File: config.mk
export PLATFORM = sky130hd
export DESIGN_NAME = deadlock_scan_sequencer_flat
export DESIGN_NICKNAME = d
export VERILOG_FILES = /design/src/rtl/deadlock_scan_sequencer_if.sv /design/src/rtl/deadlock_scan_sequencer.sv /design/src/flat_wrapper.sv
export SDC_FILE = /design/constraint.sdc
export NUM_CORES = 1
export LEC_CHECK = 0
export CORE_MARGIN = 2
export CORE_UTILIZATION = 45
export CTS_CLUSTER_SIZE = 16
export DETAILED_ROUTE_END_ITERATION = 10
export PLACE_DENSITY_LB_ADDON = 0.15
export RECOVER_POWER = 100
export SYNTH_ARGS = -nofsm -noshare
export SYNTH_HDL_FRONTEND = slang
export SYNTH_SLANG_ARGS = --single-unit
File: constraint.sdc
create_clock -name clock -period 2.2 [get_ports clock]
set_input_delay 0.22 -clock clock [delete_from_list [all_inputs] [get_ports clock]]
set_output_delay 0.22 -clock clock [all_outputs]
set_load 0.02 [all_outputs]
File: src/rtl/deadlock_scan_sequencer_if.sv
// Report channel of the deadlock scan sequencer.
// Valid/ready handshake carrying the deadlocked monitor index and info.
interface deadlock_scan_sequencer_if #(
   parameter int INFO_W = 4
);
   logic              rpt_valid;
   logic              rpt_ready;
   logic [3:0]        rpt_idx;
   logic [INFO_W-1:0] rpt_info;

   modport master (
      output rpt_valid,
      output rpt_idx,
      output rpt_info,
      input  rpt_ready
   );

   modport slave (
      input  rpt_valid,
      input  rpt_idx,
      input  rpt_info,
      output rpt_ready
   );
endinterface

File: src/rtl/deadlock_scan_sequencer.sv
// Round-robin scan of deadlock monitors; a monitor blocked for THRESH
// consecutive samples is reported once, then the sequencer halts.
module deadlock_scan_sequencer #(
   parameter int NUM_MON = 4,
   parameter int INFO_W  = 4,
   parameter int THRESH  = 16
) (
   input  logic                      clock,
   input  logic                      reset,
   input  logic                      enable,
   input  logic                      clear,
   input  logic [NUM_MON-1:0]        mon_block,
   input  logic [NUM_MON*INFO_W-1:0] mon_info,
   output logic                      deadlock,
   output logic [3:0]                scan_idx,
   deadlock_scan_sequencer_if.master rpt
);

   typedef enum logic [2:0] {
      IDLE,
      SCAN,
      CONFIRM,
      REPORT,
      HALT
   } state_t;

   localparam logic [3:0] LAST    = 4'(NUM_MON - 1);
   localparam logic [7:0] CNT_TOP = 8'(THRESH - 1);

   state_t            state;
   logic [3:0]        cap_idx;
   logic [7:0]        cnt;

   logic              blk_scan;
   logic              blk_cap;
   logic [INFO_W-1:0] cap_info;
   logic [3:0]        nxt_scan;
   logic [3:0]        nxt_cap;

   // Only the bit under examination is ever looked at.
   always_comb begin
      blk_scan = 1'b0;
      blk_cap  = 1'b0;
      cap_info = '0;
      for (int i = 0; i < NUM_MON; i++) begin
         if (scan_idx == 4'(i)) blk_scan = mon_block[i];
         if (cap_idx == 4'(i)) begin
            blk_cap  = mon_block[i];
            cap_info = mon_info[i*INFO_W +: INFO_W];
         end
      end
   end

   assign nxt_scan = (scan_idx == LAST) ? 4'd0 : scan_idx + 4'd1;
   assign nxt_cap  = (cap_idx == LAST) ? 4'd0 : cap_idx + 4'd1;

   always_ff @(posedge clock or negedge reset) begin
      if (!reset) begin
         state         <= IDLE;
         scan_idx      <= '0;
         cap_idx       <= '0;
         cnt           <= '0;
         deadlock      <= 1'b0;
         rpt.rpt_valid <= 1'b0;
         rpt.rpt_idx   <= '0;
         rpt.rpt_info  <= '0;
      end else if (clear) begin
         state         <= IDLE;
         scan_idx      <= '0;
         cnt           <= '0;
         deadlock      <= 1'b0;
         rpt.rpt_valid <= 1'b0;
      end else begin
         unique case (state)
            IDLE: begin
               if (enable) begin
                  state    <= SCAN;
                  scan_idx <= '0;
               end
            end
            SCAN: begin
               if (!enable) begin
                  state    <= IDLE;
                  scan_idx <= '0;
                  cnt      <= '0;
               end else if (blk_scan) begin
                  state   <= CONFIRM;
                  cap_idx <= scan_idx;
                  cnt     <= 8'd1;
               end else begin
                  scan_idx <= nxt_scan;
               end
            end
            CONFIRM: begin
               if (!enable) begin
                  state    <= IDLE;
                  scan_idx <= '0;
                  cnt      <= '0;
               end else if (!blk_cap) begin
                  state    <= SCAN;
                  scan_idx <= nxt_cap;
                  cnt      <= '0;
               end else if (cnt == CNT_TOP) begin
                  state         <= REPORT;
                  cnt           <= '0;
                  deadlock      <= 1'b1;
                  rpt.rpt_valid <= 1'b1;
                  rpt.rpt_idx   <= cap_idx;
                  rpt.rpt_info  <= cap_info;
               end else begin
                  cnt <= cnt + 8'd1;
               end
            end
            REPORT: begin
               if (rpt.rpt_ready) begin
                  state         <= HALT;
                  rpt.rpt_valid <= 1'b0;
               end
            end
            HALT: begin
               state <= HALT;
            end
            default: begin
               state <= IDLE;
            end
         endcase
      end
   end

endmodule

File: src/flat_wrapper.sv
// flat-port wrapper written by rule: the top's interface ports become plain ports
module deadlock_scan_sequencer_flat 
#(
   parameter int NUM_MON = 4,
   parameter int INFO_W  = 4,
   parameter int THRESH  = 16
)
  (clock, reset, enable, clear, mon_block, mon_info, deadlock, scan_idx, rpt_rpt_valid, rpt_rpt_idx, rpt_rpt_info, rpt_rpt_ready);
  deadlock_scan_sequencer_if #(.INFO_W(INFO_W)) rpt_i ();
  input  logic clock;
  input  logic reset;
  input  logic enable;
  input  logic clear;
  input  logic [NUM_MON-1:0] mon_block;
  input  logic [NUM_MON*INFO_W-1:0] mon_info;
  output logic deadlock;
  output logic [3:0] scan_idx;
  output wire logic [$bits(rpt_i.rpt_valid)-1:0] rpt_rpt_valid;
  output wire logic [$bits(rpt_i.rpt_idx)-1:0] rpt_rpt_idx;
  output wire logic [$bits(rpt_i.rpt_info)-1:0] rpt_rpt_info;
  input wire logic [$bits(rpt_i.rpt_ready)-1:0] rpt_rpt_ready;
  assign rpt_rpt_valid = rpt_i.rpt_valid;
  assign rpt_rpt_idx = rpt_i.rpt_idx;
  assign rpt_rpt_info = rpt_i.rpt_info;
  assign rpt_i.rpt_ready = rpt_rpt_ready;
  deadlock_scan_sequencer #(.NUM_MON(NUM_MON), .INFO_W(INFO_W), .THRESH(THRESH)) u_core (.clock(clock), .reset(reset), .enable(enable), .clear(clear), .mon_block(mon_block), .mon_info(mon_info), .deadlock(deadlock), .scan_idx(scan_idx), .rpt(rpt_i));
endmodule
# Word level (Yosys, flattened, before mapping)
# Cells that the tools add are included.
# Widths: inputs -> output; s select.
dict set report word_totals {
  inputBits 25
  regBits 29
  elab_cells 94
  out_inout_bits 14
}
dict set report op_classes {
  n_reduce_logical 17
  muxes 45
  eq_ne 20
  bitwise_logic 1
  addsub 3
}
# cell count
set op_table {}
lappend op_table {{$mux 4} 12}
lappend op_table {{$mux 8} 6}
lappend op_table {{$mux 3} 8}
lappend op_table {{$eq 4x2->1 const B} 4}
lappend op_table {{$pmux 8 s2} 1}
lappend op_table {{$reduce_and 4->1} 4}
lappend op_table {{$mux 1} 15}
lappend op_table {{$pmux 3 s5} 1}
lappend op_table {{$pmux 4 s3} 1}
lappend op_table {{$reduce_and 5->1} 2}
lappend op_table {{$ne 3x3->1 const B} 3}
lappend op_table {{$add 4x1->4 const B} 2}
lappend op_table {{$add 8x1->8 const B} 1}
lappend op_table {{$eq 4x1->1 const B} 2}
lappend op_table {{$eq 8x4->1 const B} 1}
lappend op_table {{$logic_not 4->1} 2}
lappend op_table {{$ne 4x4->1 const B} 2}
lappend op_table {{$reduce_bool 2->1} 4}
lappend op_table {{$eq 3x2->1 const B} 2}
lappend op_table {{$ne 3x2->1 const B} 2}
lappend op_table {{$reduce_bool 3->1} 2}
lappend op_table {{$ne 5x5->1 const B} 1}
lappend op_table {{$ne 4x3->1 const B} 1}
lappend op_table {{$reduce_bool 4->1} 1}
lappend op_table {{other kinds (6)} 6}

# Logic depth before layout (Yosys ltp)
dict set report logic_depth {
  depth_word 9
  mapped_depth 9
  mapped_depth_nobuf 7
}

# Least setup slack after synthesis
# OpenSTA, ideal clock, no wires.
dict set report synth_timing {
  kind {register to register}
  from {register u_core.scan_idx[0]}
  to {register u_core.cnt[2]}
  path_slack_ps 23
  required_ps 2074
  stages_incl_launch_ff 7
  period_less_slack_ps 2177
  setup_time_ps 126
  path_buffers 0
  t_arrival_ps 2051
  path_cell_list {dfrtp_1 ha_1 or3_1 a211oi_2 nor2_2 a41o_4 a221o_1}
}
dict set report synth_between {
  elab_chain_cells 7
  elab_cells_between_ends 10
  classes_between {eq/ne (4); mux (4); reduce/logical (2)}
}
# item line
set synth_rtl {}
lappend synth_rtl {{start, declared} deadlock_scan_sequencer.sv:15} ;# output logic [3:0] scan_idx,
lappend synth_rtl {{start signal, assigned} deadlock_scan_sequencer.sv:91} ;# scan_idx <= nxt_scan;
lappend synth_rtl {{start signal, assigned} deadlock_scan_sequencer.sv:101} ;# scan_idx <= nxt_cap;
lappend synth_rtl {{$logic_not 4->1} deadlock_scan_sequencer.sv:46} ;# if (scan_idx == 4'(i)) blk_scan = mon_block[i];
lappend synth_rtl {{$mux 1 (3 in a row)} deadlock_scan_sequencer.sv:46}
lappend synth_rtl {{$mux 1 (*)} deadlock_scan_sequencer.sv:46}
lappend synth_rtl {{$ne 4x3->1 (no source line) (*)} -}
lappend synth_rtl {{$reduce_and 2->1 (no source line) (*)} -}
lappend synth_rtl {{end signal, assigned} deadlock_scan_sequencer.sv:111} ;# cnt <= cnt + 8'd1;
lappend synth_rtl {{end, declared} deadlock_scan_sequencer.sv:32} ;# logic [7:0] cnt;
# Every way passes the cells marked *; elsewhere a longest branch is shown, timed or not.
# A chain may end at the register's enable or synchronous reset.

# Worst setup path after layout
dict set report layout_timing {
  from {register u_core.scan_idx[1]}
  to {register u_core.cnt[2]}
}
# Same word-level chain as after synthesis.

==> summary.md <==
| Metric | Value |
|---|---|
| Status | `complete, but fails checks` |
| Violated checks | `capacitance limit, slew limit` |
| Fin util | `0.635` |
| Power Density | `468 nW/µm²` |
| Leak | `1.19 nW` |
| Via density | `5.67` |
| Max stage delay on crit path | `0.42 ns` |
| CTS Buffer Depth | `2` |
| Drt first-iter violations | `56` |
| Drt drc | `0` |
| Area growth from synthesis to layout | `35.7%` |
| Detailed Route WL | `4.72 mm` |
| Clock Latency Late Sink | `0.28 ns` |
| Initial antenna violation count | `0` |
| Async SR Flop Fraction | `1.00` |
| # rows | `23` |
| Top cells by area, synth | `dfrtp_1 38%, ha_1 6.0%, mux2_2 4.8%` |
| Port Buf Inserts | `38` |
| Reg2reg end | `u_core.cnt[2]` |
| Placeable Area | `4030 µm²` |
| Top delay family on crit path | `compound AO/OA/AOI/OAI gates` |
| Number of inserted diodes | `0` |
| Syn Area/Cell | `~9.9 µm²` |
| Pre-CTS WS | `-0.0566 ns` |
| Fin crit period | `2.13 ns` |
| CP max FO | `8` |
| Vias | `~1700` |
| Critical Path Slowest Stage Cell | `or3_1` |
| Pin count of the biggest net entering global routing | `30` |
| Critical Path AT | `2.29 ns` |
| Max-Cap Viols | `1` |
| WP depth | `6` |
| Seq cells post-synth | `29` |
| Ys flop type | `dfrtp_1` |
| Total power | `1.20 mW` |
| GR Util All Layers | `0.218` |
| First-pass GRT wire length | `7.49 mm` |
| Crit end category | `flip-flop` |
| H-tree depth | `2` |
| Hold Crit Depth | `1` |
| CTS root buf | `clkbuf_8` |
| Syn nets | `around 220` |
| Number of global-route vias before repair | `between 1500 and 2000` |
| Area of the die | `4730 µm²` |
| First-pass DRT Iterations | `4` |
| Max_slew headroom | `-0.0461` |
| Placer congestion estimate | `0.886` |
| Drt wl/cell | `around 16 µm` |
| HPWL after DPL | `between 3 and 4 mm` |
| Post-synth cell types | `52` |
| Worst R2R Setup Slack | `0.07 ns` |
| Sink Count | `29` |
| Required time of the critical path | `between 2 and 2.5 ns` |
| Final setup viols | `0` |
| Max VDD drop | `slightly below 500 µV` |
| CP bufs+invs | `0` |
| Fmax | `0.470 GHz` |
| Worst setup margin | `0.0720 ns` |
| Crit start category | `flip-flop` |
| Min-delay src | `u_core.deadlock` |
| I/O pin count | `39` |
| Unrepaired setup endpoints after global routing | `no` |
| HP Class | `reg -> reg` |
| Final period util | `0.967` |
| Worst Hold End | `u_core.deadlock` |
| Layout Skew | `roughly 0.011 ns` |
| Share of the synthesized area in the top cell type | `0.385` |
| Reg2reg path depth | `6` |
| Design area | `roughly 2600 µm²` |
| Clk pin slew, worst setup/hold paths | `~0.06 ns` |
| Number of synthesized flops with an enable pin | `0` |
| Hold Violations, Final | `0` |
| Worst slew pin tran | `1.57 ns` |
| Die Y | `between 60 and 70 µm` |
| Post-synth top area cell | `dfrtp_1` |
| Overflow left after global routing | `0` |
| Mapped Area | `1890 µm²` |
| Crit path kind | `reg -> reg` |
| Fraction of layout cells with a size suffix above 1 | `0.228` |
| Critical Path, Cell by Cell | `ha_2 > or3_1 > a211oi_4 > nor2_1 > a41o_4 > a221o_1` |
| CTS tree | `yes` |
| Sequential area share after synthesis | `0.385` |
| Initial Utilization | `0.468` |
| CTS Buf Count | `5` |
| DP Area | `2430 µm²` |
| Fill cells | `353` |
| Die Wd | `about 70 µm` |
| Antenna Nets Post-Route | `0` |
| Post-Synthesis Cells | `190` |
| Slew Limit Fails | `30` |
| Final net count | `284` |
| Ys Warns | `0` |
| Origin of the critical flop-to-flop path | `u_core.scan_idx[1]` |
metrics by stage:
| stage | setup TNS, ns | hold WS (ns) | instances |
|---|---|---|---|
| 3_3_place_gp | 0 | 0.465 | 289 |
| 4_1_cts | 0 | 0.331 | 298 |
| 3_5_place_dp | -0.152 | 0.476 | 289 |
| 5_1_grt | 0 | 0.517 | 300 |
| 2_1_floorplan | 0 | -0.0756 | 190 |
| 6_report | 0 | 0.483 | 300 |
where the power goes:
part | internal [mW] | switching [mW]
combinational | 0.114 | 0.106
clock | 0.247 | 0.179
sequential | 0.540 | 0.0123
total | 0.902 | 0.297
flip-flops by register name, indices dropped and copies added (netlist names):
signal / flops
u_core.cnt: 8
u_core.cap_idx: 4
u_core.rpt.rpt_idx: 4
u_core.rpt.rpt_info: 4
u_core.scan_idx: 4
u_core.state: 3
u_core.deadlock: 1
u_core.rpt.rpt_valid: 1
cell usage after synthesis, drive strengths merged, types with 3 or more instances:
cell	n
buf	4
and2b	3
a22o	5
mux2	8
dfrtp	29
a21o	3
nand2b	7
nor2	8
o22ai	3
ha	9
xor2	4
a221o	5
inv	8
a21oi	12
nand2	17
o21ai	6
nor3b	5
nand3	8
nor3	4
nor2b	6
nor4	6
cell families (layout without fill, tap and decap cells):
logic type      Yosys count  in the layout  share of synthesized area
compound gates           48             48                      0.201
flops                    29             29                      0.385
fa+ha+maj                 9              9                     0.0597
simple gates             76             76                      0.245
buf+inv                  14             74                     0.0325
mux                      10             10                     0.0584
xor+xnor                  4              4                     0.0186
cell type report:
cell class	instances	area, µm²	share of cell area
Clock buffer	7	86.3	0.0337
Inverter	8	30.0	0.0117
Multi-Input combinational cell	147	1110	0.433
Sequential cell	29	727	0.284
Tap cell	50	62.6	0.0244
Timing Repair Buffer	59	547	0.214
worst max-delay path by stage:
stage | end | slack (ns) | start
finish | u_core.cnt[2] | 0.07 | u_core.scan_idx[1]
global route | u_core.cnt[2] | 0.009 | u_core.scan_idx[1]
CTS | u_core.scan_idx[1] | 0.02 | u_core.scan_idx[1]
detailed placement | u_core.cnt[2] | -0.06 | u_core.scan_idx[0]
global placement | u_core.cnt[2] | 0.04 | u_core.scan_idx[0]
floorplan | u_core.cnt[2] | 0.02 | u_core.scan_idx[0]
metal layers:
metal	up-vias	track usage	wire length [µm]
met2	36	0.385	2370
li1	828	-	-
met4	0	0.0637	20
met1	835	0.261	2090
met5	-	0	0
met3	2	0.0568	242
what timing repair did:
item | CTS | global route
endpoints found under the setup margin | 4 | 13
pin swaps | 2 | 3
resized for setup | 1 | 2
gates cloned | 0 | 0
hold buffers | 0 | 0
setup buffers | 2 | 2
cell usage in the layout, fill, tap and decap left out, types with 5 or more instances in the layout:
cell type / count
dfrtp_1: 28
clkdlybuf4s50_1: 24
buf_4: 18
nand2_1: 16
dlygate4sd3_1: 14
a21oi_1: 12
inv_1: 8
nand3_1: 8
mux2_2: 8
ha_1: 8
nand2b_1: 7
nor2_1: 7
nor2b_1: 6
nor4_1: 6
clkbuf_8: 6
o21ai_0: 5
a221o_1: 5
(Power assumes the default switching activity.)
